[src/rtl/core_dbus_wb_master.sv]
// RV32I MEM-stage load/store to single Wishbone cycle bridge with pipeline stall.
// Optional BUSY watchdog enabled by defining DBUS_TIMEOUT_EN (limit set by TIMEOUT_CYCLES).
//
// state | meaning
// IDLE  | waiting for a MEM-stage request
// BUSY  | Wishbone cycle in flight, outputs held until ack/err/timeout
// DONE  | one-cycle completion, result and error presented, pipeline released
module core_dbus_wb_master #(
   parameter int unsigned TIMEOUT_CYCLES = 255
) (
   input  logic        clk,
   input  logic        reset,
   input  logic [31:0] mem_addr_mem,
   input  logic [31:0] mem_wdata_mem,
   input  logic        mem_write_mem,
   input  logic        mem_read_mem,
   input  logic [2:0]  mem_op_mem,
   output logic [31:0] mem_rdata_mem,
   output logic        stall_pipl,
   output logic        bus_err,
   output logic [31:0] wb_adr_o,
   output logic [31:0] wb_dat_o,
   output logic [3:0]  wb_sel_o,
   output logic        wb_we_o,
   output logic        wb_cyc_o,
   output logic        wb_stb_o,
   input  logic [31:0] wb_dat_i,
   input  logic        wb_ack_i,
   input  logic        wb_err_i
);

   typedef enum logic [1:0] {
      S_IDLE = 2'd0,
      S_BUSY = 2'd1,
      S_DONE = 2'd2
   } state_t;

   state_t      state_q, state_d;
   logic [31:0] adr_q, adr_d;
   logic [31:0] dat_q, dat_d;
   logic [3:0]  sel_q, sel_d;
   logic        we_q, we_d;
   logic        cyc_q, cyc_d;
   logic        err_q, err_d;
   logic [31:0] rdata_q, rdata_d;
   logic [2:0]  op_q, op_d;
   logic [1:0]  lane_q, lane_d;

   logic        req;
   logic        illegal;
   logic [3:0]  req_sel;
   logic [31:0] req_dat;
   logic        tmo;

   always_comb begin
      req     = mem_read_mem | mem_write_mem;
      req_sel = 4'b0000;
      req_dat = mem_wdata_mem;
      illegal = 1'b0;
      case (mem_op_mem)
         3'b000, 3'b100: begin
            req_sel = 4'b0001 << mem_addr_mem[1:0];
            req_dat = {4{mem_wdata_mem[7:0]}};
         end
         3'b001, 3'b101: begin
            req_sel = mem_addr_mem[1] ? 4'b1100 : 4'b0011;
            req_dat = {2{mem_wdata_mem[15:0]}};
            illegal = mem_addr_mem[0];
         end
         3'b010: begin
            req_sel = 4'b1111;
            req_dat = mem_wdata_mem;
            illegal = |mem_addr_mem[1:0];
         end
         default: illegal = 1'b1;
      endcase
   end

   function automatic logic [31:0] fmt_load(input logic [31:0] d,
                                            input logic [2:0]  op,
                                            input logic [1:0]  lane);
      logic [7:0]  b;
      logic [15:0] h;
      logic [31:0] r;
      case (lane)
         2'd0:    b = d[7:0];
         2'd1:    b = d[15:8];
         2'd2:    b = d[23:16];
         default: b = d[31:24];
      endcase
      h = lane[1] ? d[31:16] : d[15:0];
      case (op)
         3'b000:  r = {{24{b[7]}}, b};
         3'b100:  r = {24'd0, b};
         3'b001:  r = {{16{h[15]}}, h};
         3'b101:  r = {16'd0, h};
         default: r = d;
      endcase
      return r;
   endfunction

`ifdef DBUS_TIMEOUT_EN
   logic [15:0] cnt_q, cnt_d;

   // cnt_q counts BUSY cycles already elapsed, so the limit fires on the TIMEOUT_CYCLES-th one
   assign tmo = (state_q == S_BUSY) && (cnt_q == 16'(TIMEOUT_CYCLES - 1));

   always_ff @(posedge clk or posedge reset) begin
      if (reset) cnt_q <= 16'd0;
      else       cnt_q <= cnt_d;
   end
`else
   assign tmo = 1'b0;
`endif

   always_comb begin
      state_d = state_q;
      adr_d   = adr_q;
      dat_d   = dat_q;
      sel_d   = sel_q;
      we_d    = we_q;
      cyc_d   = cyc_q;
      err_d   = err_q;
      rdata_d = rdata_q;
      op_d    = op_q;
      lane_d  = lane_q;
`ifdef DBUS_TIMEOUT_EN
      cnt_d   = cnt_q;
`endif
      case (state_q)
         S_IDLE: begin
            if (req) begin
               op_d    = mem_op_mem;
               lane_d  = mem_addr_mem[1:0];
               rdata_d = 32'd0;
               if (illegal) begin
                  err_d   = 1'b1;
                  state_d = S_DONE;
               end else begin
                  adr_d   = {mem_addr_mem[31:2], 2'b00};
                  dat_d   = req_dat;
                  sel_d   = req_sel;
                  we_d    = mem_write_mem;
                  cyc_d   = 1'b1;
                  err_d   = 1'b0;
                  state_d = S_BUSY;
`ifdef DBUS_TIMEOUT_EN
                  cnt_d   = 16'd0;
`endif
               end
            end
         end
         S_BUSY: begin
`ifdef DBUS_TIMEOUT_EN
            cnt_d = cnt_q + 16'd1;
`endif
            if (wb_err_i) begin
               cyc_d   = 1'b0;
               err_d   = 1'b1;
               rdata_d = 32'd0;
               state_d = S_DONE;
            end else if (wb_ack_i) begin
               cyc_d   = 1'b0;
               err_d   = 1'b0;
               rdata_d = we_q ? 32'd0 : fmt_load(wb_dat_i, op_q, lane_q);
               state_d = S_DONE;
            end else if (tmo) begin
               cyc_d   = 1'b0;
               err_d   = 1'b1;
               rdata_d = 32'd0;
               state_d = S_DONE;
            end
         end
         S_DONE: begin
            rdata_d = 32'd0;
            err_d   = 1'b0;
            state_d = S_IDLE;
         end
         default: state_d = S_IDLE;
      endcase
   end

   always_ff @(posedge clk or posedge reset) begin
      if (reset) begin
         state_q <= S_IDLE;
         adr_q   <= 32'd0;
         dat_q   <= 32'd0;
         sel_q   <= 4'd0;
         we_q    <= 1'b0;
         cyc_q   <= 1'b0;
         err_q   <= 1'b0;
         rdata_q <= 32'd0;
         op_q    <= 3'd0;
         lane_q  <= 2'd0;
      end else begin
         state_q <= state_d;
         adr_q   <= adr_d;
         dat_q   <= dat_d;
         sel_q   <= sel_d;
         we_q    <= we_d;
         cyc_q   <= cyc_d;
         err_q   <= err_d;
         rdata_q <= rdata_d;
         op_q    <= op_d;
         lane_q  <= lane_d;
      end
   end

   // rdata_q/err_q are only non-zero while in DONE, so they drive the core directly
   assign mem_rdata_mem = rdata_q;
   assign bus_err       = err_q;
   assign stall_pipl    = ((state_q == S_IDLE) && req) || (state_q == S_BUSY);

   assign wb_adr_o = adr_q;
   assign wb_dat_o = dat_q;
   assign wb_sel_o = sel_q;
   assign wb_we_o  = we_q;
   assign wb_cyc_o = cyc_q;
   assign wb_stb_o = cyc_q;

endmodule

[config.mk]
export PLATFORM = sky130hd
export DESIGN_NAME = core_dbus_wb_master
export DESIGN_NICKNAME = d
export VERILOG_FILES = /design/src/rtl/core_dbus_wb_master.sv
export SDC_FILE = /design/constraint.sdc
export NUM_CORES = 1
export LEC_CHECK = 0
export BUFFER_PORTS_ARGS = -buffer_cell sky130_fd_sc_hd__buf_2
export CAP_MARGIN = 20
export CORE_ASPECT_RATIO = 0.7
export CORE_MARGIN = 5
export CORE_UTILIZATION = 52
export DETAILED_ROUTE_END_ITERATION = 16
export HOLD_SLACK_MARGIN = 0.15
export PLACE_DENSITY = 0.86
export SYNTH_ARGS = -nofsm -noshare
export SYNTH_HDL_FRONTEND = slang
export SYNTH_SLANG_ARGS = --single-unit
[constraint.sdc]
create_clock -name clk -period 7.2 [get_ports clk]
set_input_delay 0.72 -clock clk [delete_from_list [all_inputs] [get_ports clk]]
set_output_delay 0.72 -clock clk [all_outputs]
set_load 0.005 [all_outputs]
# Word-level counts from Yosys, hierarchy flattened
# Index checks and enable logic that the tools add are counted.
# classes
shifts	1
eq_ne	14
n_reduce_logical	16
bitwise	2
mux	26
# ops
operator	count
$mux W32	4
$pmux W32 S4	1
$pmux W32 S3	1
$pmux W32 S2	1
$pmux W8 S3	1
$mux W16	1
$eq A3 B3 Y1 const B	4
$pmux W4 S3	1
$mux W2	4
$mux W1	7
$eq A3 B1 Y1 const B	2
$logic_not A3 Y1	2
$pmux W1 S3	2
$reduce_and A3 Y1	2
$reduce_or A2 Y1	3
$eq A2 B1 Y1 const B	2
$eq A2 B2 Y1 const B	2
$logic_not A2 Y1	2
$mux W4	1
$ne A2 B2 Y1 const B	2
$pmux W2 S2	1
$reduce_and A2 Y1	2
$reduce_and A4 Y1	1
$shl A1 B2 Y4 const A	1
other kinds (9)	9
# word_totals
word_cells	69
output_inout_bits	105
regBits	108

# Logic depth before layout (Yosys ltp)
# Gate-level depths: netlist (run 1).
# depth
depth_word	7
mapped_depth	8
mapped_depth_nobuf	6

# Least setup slack after synthesis (run 1)
# OpenSTA, ideal clock, no wires.
# synth_timing
path_kind	input -> register
from	in mem_op_mem[0]
to	reg adr_q[10], in the netlist wb_adr_o[10]
arrival_ps	1830
required_time_ps	7072
path_buffers	2
setup_ps	128
cell_stages	5
slack_ps	5242
path_cell_list	buf_2 > nor4_2 > o21bai_1 > buf_2 > mux2_1
# synth_via
elab_chain_cells	5
elab_cells_between_ends	10
cone_classes	eq/ne: 4; mux: 1; bitwise: 1; reduce/logical: 4
# synth_lines
element	line	text
start, declared	17	input logic [2:0] mem_op_mem,
$eq A3 B1 Y1, or another cell as far along	60	case (mem_op_mem)
$reduce_or A2 Y1	60	
$pmux W1 S3 *	60	
$not A1 Y1 (no source line) *	n/a	
$reduce_and A3 Y1 (no source line) *	n/a	
end signal, assigned	197	adr_q <= adr_d;
end, declared	39	logic [31:0] adr_q, adr_d;
# Every way passes the cells marked *; elsewhere a longest branch is shown, timed or not.
# A chain may end at the register's enable or synchronous reset.

# Worst setup path after layout (run 1)
# layout_timing
from	in mem_op_mem[1]
to	reg adr_q[23], in the netlist wb_adr_o[23]
# The elaborated chain is that of the path after synthesis.

==> results of run 1 <==
==> where the power goes <==
part / total, mW / switching [mW] / leakage (nW) / internal, mW
combinational: 0.878 / 0.448 / 1.78 / 0.431
sequential: 0.985 / 0.154 / 1.36 / 0.832
clock: 0.481 / 0.216 / 0.146 / 0.265
total: 2.34 / 0.817 / 3.29 / 1.53
==> cell families (layout without fill, tap and decap cells) <==
kind of cell               Yosys count  count (layout)  synth area share (%)
adders and majority gates            3               3                 0.741
and+or+nand+nor                    117             117                  11.6
buffers and inverters               39             233                  3.95
AOI/OAI and AO/OA                  105             105                  13.8
muxes                               77              77                  16.5
other                                1               2                0.0740
DFF                                108             108                  53.3
==> registers in the layout (all words and copies together), names as in the netlist <==
register	flops
wb_adr_o	30
state_q	2
wb_dat_o	32
wb_cyc_o	1
lane_q	2
wb_we_o	1
op_q	3
wb_sel_o	4
mem_rdata_mem	32
bus_err	1
==> stage by stage <==
stage                     instances  power [mW]  setup slack [ns]  instance area, µm²  hold WS, ns
after floorplan                 451        1.48              3.63                5070        0.473
final                           773        2.34              4.33                6470        0.416
after detailed placement        755        1.84              4.00                6120        0.470
after global routing            773        2.51              4.17                6470        0.456
after global placement          755        1.80              4.08                6120        0.461
after CTS                       771        2.33              4.36                6410        0.428
==> cell usage in the layout (no fill, tap or decap), types with 3 or more instances in the layout <==
cell type	n
or3_1	3
a22o_1	18
a21oi_1	16
a222oi_1	4
mux2i_1	28
nand2b_1	20
nor3_1	7
mux2_1	39
o21ai_0	4
ha_1	3
clkbuf_8	3
clkbuf_16	9
nor2_1	16
nand2_1	49
a211oi_1	5
dfrtp_1	108
nor2b_1	13
inv_1	5
o31ai_1	10
o21ai_1	35
mux2_2	9
buf_2	207
==> layout make-up <==
cell class                      count  area [µm²]
Sequential cell                   108        2700
Fill cell                         737        3140
Clock inverter                      4        30.0
Clock buffer                       12         267
Multi-Input combinational cell    304        2180
Tap cell                          128         160
Timing Repair Buffer              211        1110
Inverter                            6        25.0
==> worst reg2reg max path, cell delays in order, from the launching register on <==
cell and delay, ns:
dfrtp_1 0.40, inv_1 0.06, ha_1 0.25, o21ai_2 0.20
o21bai_4 0.36, buf_4 0.71, mux2_1 0.45
==> how the worst min path moves through the flow <==
stage	slack, ns	depth (start not counted)	startpoint	endpoint
after floorplan	0.47	2	mem_rdata_mem[0]	mem_rdata_mem[0]
after global placement	0.46	2	mem_rdata_mem[10]	mem_rdata_mem[10]
after detailed placement	0.47	2	wb_dat_o[26]	wb_dat_o[26]
after CTS	0.43	2	reset	wb_adr_o[10]
after global routing	0.46	2	reset	wb_adr_o[7]
final	0.42	2	reset	wb_adr_o[10]
==> routing by layer <==
metal  GRT usage [%]  vias to the layer above  part of all wire [%]
met1            30.0                     2030                    42
li1                -                     1976                     -
met5               0                        -                     0
met2            36.8                      200                    47
met4            5.39                        0                   1.4
met3            7.32                       14                   9.6
==> impl_metrics.py, run 1 <==
metrics = {
    "cts": {
        "ctsLongestPathBuffers": 2,
        "cts_tree": "yes",
        "clk_pin_slew_worst_paths_ns": 0.07,
        "cts_buffers": 9,
        "postCtsSetupBuffers": 0,
        "post_cts_resized": 0,
        "clockRootBuffer": "clkbuf_16",
        "h-tree-depth": 3,
        "insertion_delay_ns": 0.34,
        "cts_sinks": 108,
        "postCtsHoldBufs": 0,
    },
    "logic_synthesis": {
        "yosysSeqAreaShare_pct": 53.3,
        "ys_async_sr_fraction_pct": 100,
        "ys_seq_elements": 108,
        "syn_inst": 450,
        "synth_area_mm2": 0.00507,
        "synth-main-ff-cell": "dfrtp_1",
        "yosysMostFrequentCell": "dfrtp_1",
        "synth_edf_count": 0,
        "yosys_warnings": 0,
        "synthTopCellsByArea": "dfrtp_1, mux2_1, mux2i_1",
        "yosys.area.top_type": "dfrtp_1",
        "ys_top_cells_by_count": "dfrtp_1, nand2_1, mux2_1",
        "yosysTopAreaCellShare_pct": 53.3,
        "syn_avg_cell_area_um2": 11.3,
        "synth.distinct_cells": 43,
    },
    "sta": {
        "tightestPinTransition_ns": 0.825,
        "drv_slew": 0,
        "skew_ns": 0.00328,
        "setup_viol": 0,
        "final_hold_viol_count": 0,
        "slew_headroom_pct": 45.0,
        "tns_ns": 0,
        "post-route-period-util_pct": 39.9,
        "clock.fmax_mhz": 348,
        "timing.final.crit_period_ns": 2.87,
        "rsz0062_at_grt": "no",
    },
    "global_routing": {
        "antenna_found_initial": 0,
        "grt_pass1_wl_um": 21600,
        "grt_max_degree": 78,
        "grt_overflow_total": 0,
        "grt_pass1_vias": 4281,
        "grt_usage_pct": 22.7,
    },
    "routing": {
        "drc": 0,
        "ant_nets": 0,
        "wl_per_cell_um": 17.4,
        "drtPass1Iterations": 5,
        "drt_iter0_drc": 355,
        "routed_wl_um": 13400,
        "vias_per_cell": 5.46,
        "vias": 4220,
    },
    "worst_setup_path": {
        "crit_end": "wb_adr_o[23]",
        "r2r_setup_slack_ns": 4.65,
        "r2r_end": "wb_adr_o[23]",
        "critPathRequiredTime_ns": 7.42,
        "path_cells": "buf_2 > a21oi_1 > o21bai_4 > buf_4 > mux2_1",
        "criticalPathCategory": "in -> reg",
        "crit_path_start": "mem_op_mem[1]",
        "cp-start-kind": "primary input",
        "crit_fanout": 77,
        "crit_buf_inv": 2,
        "cpMaxStageDelayCell": "buf_4",
        "path_depth": 5,
        "max_stage_delay_ns": 0.71,
        "worstSetupEndpointType": "flip-flop",
        "r2r_cells": 6,
        "crit_family": "buffers and inverters",
        "crit_arrival_ns": 3.10,
        "r2r-start": "state_q[0]",
    },
    "floorplanning": {
        "ioPinCount": 210,
        "rows": 30,
        "core_mm2": 0.00961,
        "die_h_um": 92.6,
        "die_area_mm2": 0.0119,
        "fp.dieW_um": 128,
        "initial_core_util_pct": 52.7,
    },
    "place": {
        "gp_congestion": 0.867,
        "port_buffers": 207,
        "hpwl_um": 10000,
    },
    "finish": {
        "diodes": 0,
        "drive_above_1_share_pct": 38.0,
        "layout.nets": 748,
        "syn2layout_area_growth_pct": 27.7,
        "fin_util_pct": 67.3,
    },
    "power": {
        "p_leak_nw": 3.29,
        "ir_worst_vdd_v": 0.000244,
        "power.density_mw_per_mm2": 362,
    },
    "hold_path": {
        "hp-class": "in -> async",
    },
    "job": {
        "maxCapViolCount": 0,
    },
    "run_status": {
        "status": "finished clean",
    },
}
(Power assumes the default switching activity.)
==> run 2: changes to the inputs <==
--- a/config.mk
+++ b/config.mk
@@ -9,10 +9,10 @@
 export CAP_MARGIN = 20
 export CORE_ASPECT_RATIO = 0.7
 export CORE_MARGIN = 5
-export CORE_UTILIZATION = 52
+export CORE_UTILIZATION = 44
 export DETAILED_ROUTE_END_ITERATION = 16
 export HOLD_SLACK_MARGIN = 0.15
-export PLACE_DENSITY = 0.86
+export PLACE_DENSITY = 0.77
 export SYNTH_ARGS = -nofsm -noshare
 export SYNTH_HDL_FRONTEND = slang
 export SYNTH_SLANG_ARGS = --single-unit
==> constraint.sdc (replaced) <==
create_clock -name clk -period 2.5 [get_ports clk]
set_input_delay 0.25 -clock clk [delete_from_list [all_inputs] [get_ports clk]]
set_output_delay 0.25 -clock clk [all_outputs]
set_load 0.005 [all_outputs]
==> impl_metrics.py, run 2 (same netlist as run 1, synthesis figures left out) <==
metrics = {
    "run_status": {
        "status": "finished clean",
    },
    "sta": {
        "timing.final.crit_period_ns": 2.14,
        "final_hold_viol_count": 0,
        "tightestPinTransition_ns": 0.839,
        "tns_ns": 0,
        "post-route-period-util_pct": 85.7,
        "rsz0062_at_grt": "no",
        "drv_slew": 0,
        "clock.fmax_mhz": 467,
        "slew_headroom_pct": 43.9,
        "setup_viol": 0,
        "skew_ns": 0.00739,
    },
    "cts": {
        "clk_pin_slew_worst_paths_ns": 0.08,
        "postCtsSetupBuffers": 0,
        "cts_buffers": 9,
        "insertion_delay_ns": 0.34,
        "h-tree-depth": 3,
        "ctsLongestPathBuffers": 2,
        "cts_sinks": 108,
        "post_cts_resized": 0,
        "postCtsHoldBufs": 31,
        "cts_tree": "yes",
        "clockRootBuffer": "clkbuf_16",
    },
    "routing": {
        "drc": 0,
        "vias_per_cell": 5.16,
        "vias": 4310,
        "routed_wl_um": 14300,
        "ant_nets": 0,
        "drtPass1Iterations": 5,
        "drt_iter0_drc": 315,
        "wl_per_cell_um": 17.1,
    },
    "worst_setup_path": {
        "crit_family": "compound AO/OA/AOI/OAI gates",
        "criticalPathCategory": "reg -> reg",
        "max_stage_delay_ns": 0.39,
        "crit_arrival_ns": 2.37,
        "crit_buf_inv": 1,
        "cpMaxStageDelayCell": "nor3b_1",
        "worstSetupEndpointType": "flip-flop",
        "path_cells": "inv_1 > ha_1 > nor3b_1 > nand4bb_2 > o21ba_1 > a22o_1",
        "r2r_setup_slack_ns": 0.36,
        "cp-start-kind": "flip-flop",
        "critPathRequiredTime_ns": 2.73,
        "crit_fanout": 16,
    },
    "finish": {
        "diodes": 0,
        "final_cell_mix": "buf_2, dfrtp_1, nand2_1, mux2_1, o21ai_1",
        "syn2layout_area_growth_pct": 36.1,
        "layout.nets": 786,
        "drive_above_1_share_pct": 36.9,
        "final_common_cell": "buf_2",
    },
    "job": {
        "maxCapViolCount": 0,
    },
    "power": {
        "internal-power_mw": 4.58,
        "p_leak_nw": 3.47,
        "swShare_pct": 34.5,
        "ir_worst_vdd_v": 0.000615,
        "combPwrFrac_pct": 36.6,
        "power.density_mw_per_mm2": 1010,
        "p_sw_mw": 2.41,
        "p_clk_share_pct": 22.6,
        "finalPower_mw": 6.99,
        "seqPwrFrac_pct": 40.9,
    },
    "floorplanning": {
        "initial_core_util_pct": 45.5,
        "rows": 32,
        "core_mm2": 0.0111,
        "die_h_um": 99.8,
        "die_area_mm2": 0.0138,
        "ioPinCount": 210,
        "fp.dieW_um": 138,
    },
    "global_routing": {
        "antenna_found_initial": 0,
        "grt_overflow_total": 0,
        "grt_max_degree": 109,
        "grt_pass1_vias": 4609,
        "grt_usage_pct": 20.8,
        "grt_pass1_wl_um": 23500,
    },
    "place": {
        "hpwl_um": 10400,
        "port_buffers": 207,
        "gp_congestion": 0.811,
    },
    "hold_path": {
        "hp-class": "in -> reg",
    },
}
run 2: cell types whose count changed in the layout (fill, tap and decap cells not counted):
cell and change:
dlygate4sd3_1 +31, inv_4 -1, clkbuf_8 -2, buf_12 +3
buf_16 -2, buf_4 +6, bufinv_16 +2, inv_8 +1
run 2: cell type report:
type	count	area, µm²
fillers	925	4230
flip-flops and latches	108	2700
multi-input cells	304	2180
repair buffers	249	1470
clock buffers	10	239
well taps	153	191
clock inverters	6	93.8
inverters	6	26.3
run 2: metal layers:
metal / track usage (%) / part of all wire (%) / vias up
met5: 0 / 0 / -
met4: 5.77 / 1.1 / 0
met3: 5.67 / 7.6 / 10
met2: 34.4 / 47 / 164
met1: 27.1 / 44 / 2080
li1: - / - / 2056
run 2: path summary, 6_finish.rpt:
| check | from | endpoint | cells after the start |
|---|---|---|---|
| setup / recovery | state_q[1] | mem_rdata_mem[31] | 6 |
| hold reg to reg | wb_dat_o[30] | wb_dat_o[30] | 2 |
| setup reg to reg | state_q[1] | mem_rdata_mem[31] | 6 |
| min in group asynchronous | reset | wb_adr_o[13] | 4 |
| max in group asynchronous | reset | wb_dat_o[13] | 4 |
| hold / removal | mem_wdata_mem[6] | wb_dat_o[6] | 2 |
run 2: power groups by stage:
stage                     Sequential (mW)  Combinational [mW]  Clock (mW)
after detailed placement             2.87                2.52           0
final                                2.86                2.55        1.58
after CTS                            2.86                2.56        1.62
after global routing                 2.95                2.84        1.69
after global placement               2.85                2.44           0
after floorplan                      2.81                1.45           0
run 2: per-stage QoR:
stage	setup slack (ns)	hold slack, ns	std cells	utilization (%)	instance area (µm²)
global route	0.173	0.167	836	62.0	6900
floorplan	0.642	0.382	451	-	5070
CTS	0.344	0.152	836	62.0	6900
global placement	0.477	0.454	789	56.2	6260
finish	0.357	0.164	836	62.0	6900
detailed placement	0.366	0.466	789	56.2	6260
run 2: worst register-to-register path, delay by kind of cell, from the launching register on:
kind | cells | cell delay [ns]
AND/OR/NAND/NOR | 2 | 0.62
flip-flops | 1 | 0.38
adder cells (fa/ha/maj) | 1 | 0.27
buffers and inverters | 1 | 0.11
AO/OA/AOI/OAI | 2 | 0.66
==> run 3: changes to the inputs <==
--- a/config.mk
+++ b/config.mk
@@ -11,8 +11,8 @@
 export CORE_MARGIN = 5
 export CORE_UTILIZATION = 44
 export DETAILED_ROUTE_END_ITERATION = 16
-export HOLD_SLACK_MARGIN = 0.15
-export PLACE_DENSITY = 0.77
+export HOLD_SLACK_MARGIN = 0.12
+export PLACE_DENSITY = 0.76
 export SYNTH_ARGS = -nofsm -noshare
 export SYNTH_HDL_FRONTEND = slang
 export SYNTH_SLANG_ARGS = --single-unit
==> impl_metrics.py, run 3 (same netlist as run 1, synthesis figures left out) <==
metrics = {
    "floorplanning": {
        "initial_core_util_pct": 45.5,
        "rows": 32,
        "core_mm2": 0.0111,
        "die_area_mm2": 0.0138,
        "die_h_um": 99.8,
        "ioPinCount": 210,
        "fp.dieW_um": 138,
    },
    "sta": {
        "fin_ws_ns": 0.382,
        "tightestPinTransition_ns": 0.731,
        "final_hold_viol_count": 0,
        "drv_slew": 0,
        "post-route-period-util_pct": 84.7,
        "rsz0062_at_grt": "no",
        "tns_ns": 0,
        "clock.fmax_mhz": 472,
        "setup_viol": 0,
        "timing.final.crit_period_ns": 2.12,
        "hold_ws_ns": 0.139,
        "slew_headroom_pct": 51.1,
        "skew_ns": 0.00922,
    },
    "finish": {
        "fill_cells": 918,
        "design_area_mm2": 0.00690,
        "multi_input_area_mm2": 0.00218,
        "final_cell_mix": "buf_2, dfrtp_1, nand2_1, mux2_1, o21ai_1",
        "layout.nets": 781,
        "seqCellArea_mm2": 0.00270,
        "syn2layout_area_growth_pct": 36.1,
        "drive_above_1_share_pct": 37.2,
        "diodes": 0,
        "final_common_cell": "buf_2",
    },
    "cts": {
        "postCtsSetupBuffers": 0,
        "clk_pin_slew_worst_paths_ns": 0.07,
        "cts_tree": "yes",
        "cts_sinks": 108,
        "insertion_delay_ns": 0.34,
        "cts_buffers": 9,
        "clockRootBuffer": "clkbuf_16",
        "ctsLongestPathBuffers": 2,
        "h-tree-depth": 3,
    },
    "hold_path": {
        "min_to": "wb_adr_o[22]",
        "hp-class": "in -> reg",
        "hold_depth": 2,
        "min_from": "mem_addr_mem[22]",
    },
    "place": {
        "dpl-instance-area_mm2": 0.00624,
        "port_buffers": 207,
        "detailedPlace.worstSlack_ns": 0.384,
        "gp_congestion": 0.836,
        "hpwl_um": 10300,
    },
    "global_routing": {
        "grt_usage_pct": 20.3,
        "grt_pass1_vias": 4556,
        "grt_pass1_wl_um": 23000,
        "antenna_found_initial": 0,
        "grt_overflow_total": 0,
        "grt_max_degree": 109,
    },
    "job": {
        "maxCapViolCount": 0,
    },
    "worst_setup_path": {
        "worstSetupEndpointType": "flip-flop",
        "r2r-start": "state_q[0]",
        "r2r_cells": 5,
        "criticalPathCategory": "reg -> reg",
        "cpMaxStageDelayCell": "o21ba_1",
        "path_cells": "ha_1 > nor3b_1 > nand4bb_2 > o21ba_1 > a22o_1",
        "crit_arrival_ns": 2.39,
        "cp-start-kind": "flip-flop",
        "critPathRequiredTime_ns": 2.77,
        "r2r_end": "mem_rdata_mem[22]",
        "max_stage_delay_ns": 0.67,
        "crit_fanout": 16,
        "r2r_setup_slack_ns": 0.38,
    },
    "power": {
        "p_leak_nw": 3.47,
        "ir_worst_vdd_v": 0.000505,
        "power.density_mw_per_mm2": 1050,
    },
    "routing": {
        "drt_iter0_drc": 182,
        "wl_per_cell_um": 16.9,
        "drc": 0,
        "vias_per_cell": 5.15,
        "drtPass1Iterations": 7,
        "vias": 4278,
        "ant_nets": 0,
        "routed_wl_um": 14000,
    },
    "run_status": {
        "status": "finished clean",
    },
}
## run 3: cell types whose count changed in the layout (fill, tap and decap cells not counted), sizes merged
cell / previous run / this run
clkbuf: 10 / 9
inv: 8 / 7
bufinv: 2 / 5
dlygate4sd3: 31 / 26
clkinv: 1 / 0
## run 3: area by class of cell
type / count / share of cell area [%]
clock buffer: 9 / 3.27
clock inverter: 7 / 2.43
inverter: 6 / 0.381
multi-input combinational: 304 / 31.6
sequential: 108 / 39.2
tap: 153 / 2.78
timing repair buffer: 244 / 20.4
## run 3: how the worst max path moves through the flow
stage / startpoint / endpoint / cells after the start / slack, ns
2_1_floorplan: state_q[0] / mem_rdata_mem[20] / 8 / 0.64
3_3_place_gp: state_q[0] / mem_rdata_mem[25] / 5 / 0.51
3_5_place_dp: state_q[0] / mem_rdata_mem[22] / 5 / 0.38
4_1_cts: state_q[0] / mem_rdata_mem[22] / 5 / 0.35
5_1_grt: state_q[0] / mem_rdata_mem[22] / 5 / 0.24
6_report: state_q[0] / mem_rdata_mem[22] / 5 / 0.38
## run 3: through the flow
| step | utilization (%) | std cells | total power [mW] |
|---|---|---|---|
| final | 62.0 | 831 | 7.22 |
| after CTS | 61.9 | 830 | 7.29 |
| after global placement | 56.1 | 789 | 5.31 |
| after detailed placement | 56.1 | 789 | 5.39 |
| after floorplan | - | 451 | 4.25 |
| after global routing | 62.0 | 831 | 7.72 |
## run 3: what timing repair did
| action | CTS | global route |
|---|---|---|
| hold endpoints to repair | 132 | 1 |
| hold buffers | 25 | 1 |
| gates resized for setup | 0 | 0 |
## run 3: worst max-delay path, delay by kind of cell (launching register included)
kind | cells | cell delay [ns]
compound gates | 2 | 0.91
simple gates | 2 | 0.44
flops | 1 | 0.42
fa+ha+maj | 1 | 0.27
## run 3: where the power goes
part	internal [mW]	switching (mW)	leakage, nW
Clock	1.19	0.644	0.191
Sequential	2.39	0.469	1.36
Combinational	1.25	1.28	1.91
Total	4.83	2.39	3.47
## run 3: metal layers
layer / GRT usage [%] / up-vias / part of all wire (%)
met5: 0 / - / 0
met4: 5.32 / 0 / 1.3
met3: 6.81 / 17 / 7.7
met2: 33.1 / 154 / 47
met1: 26.2 / 2066 / 44
li1: - / 2041 / -
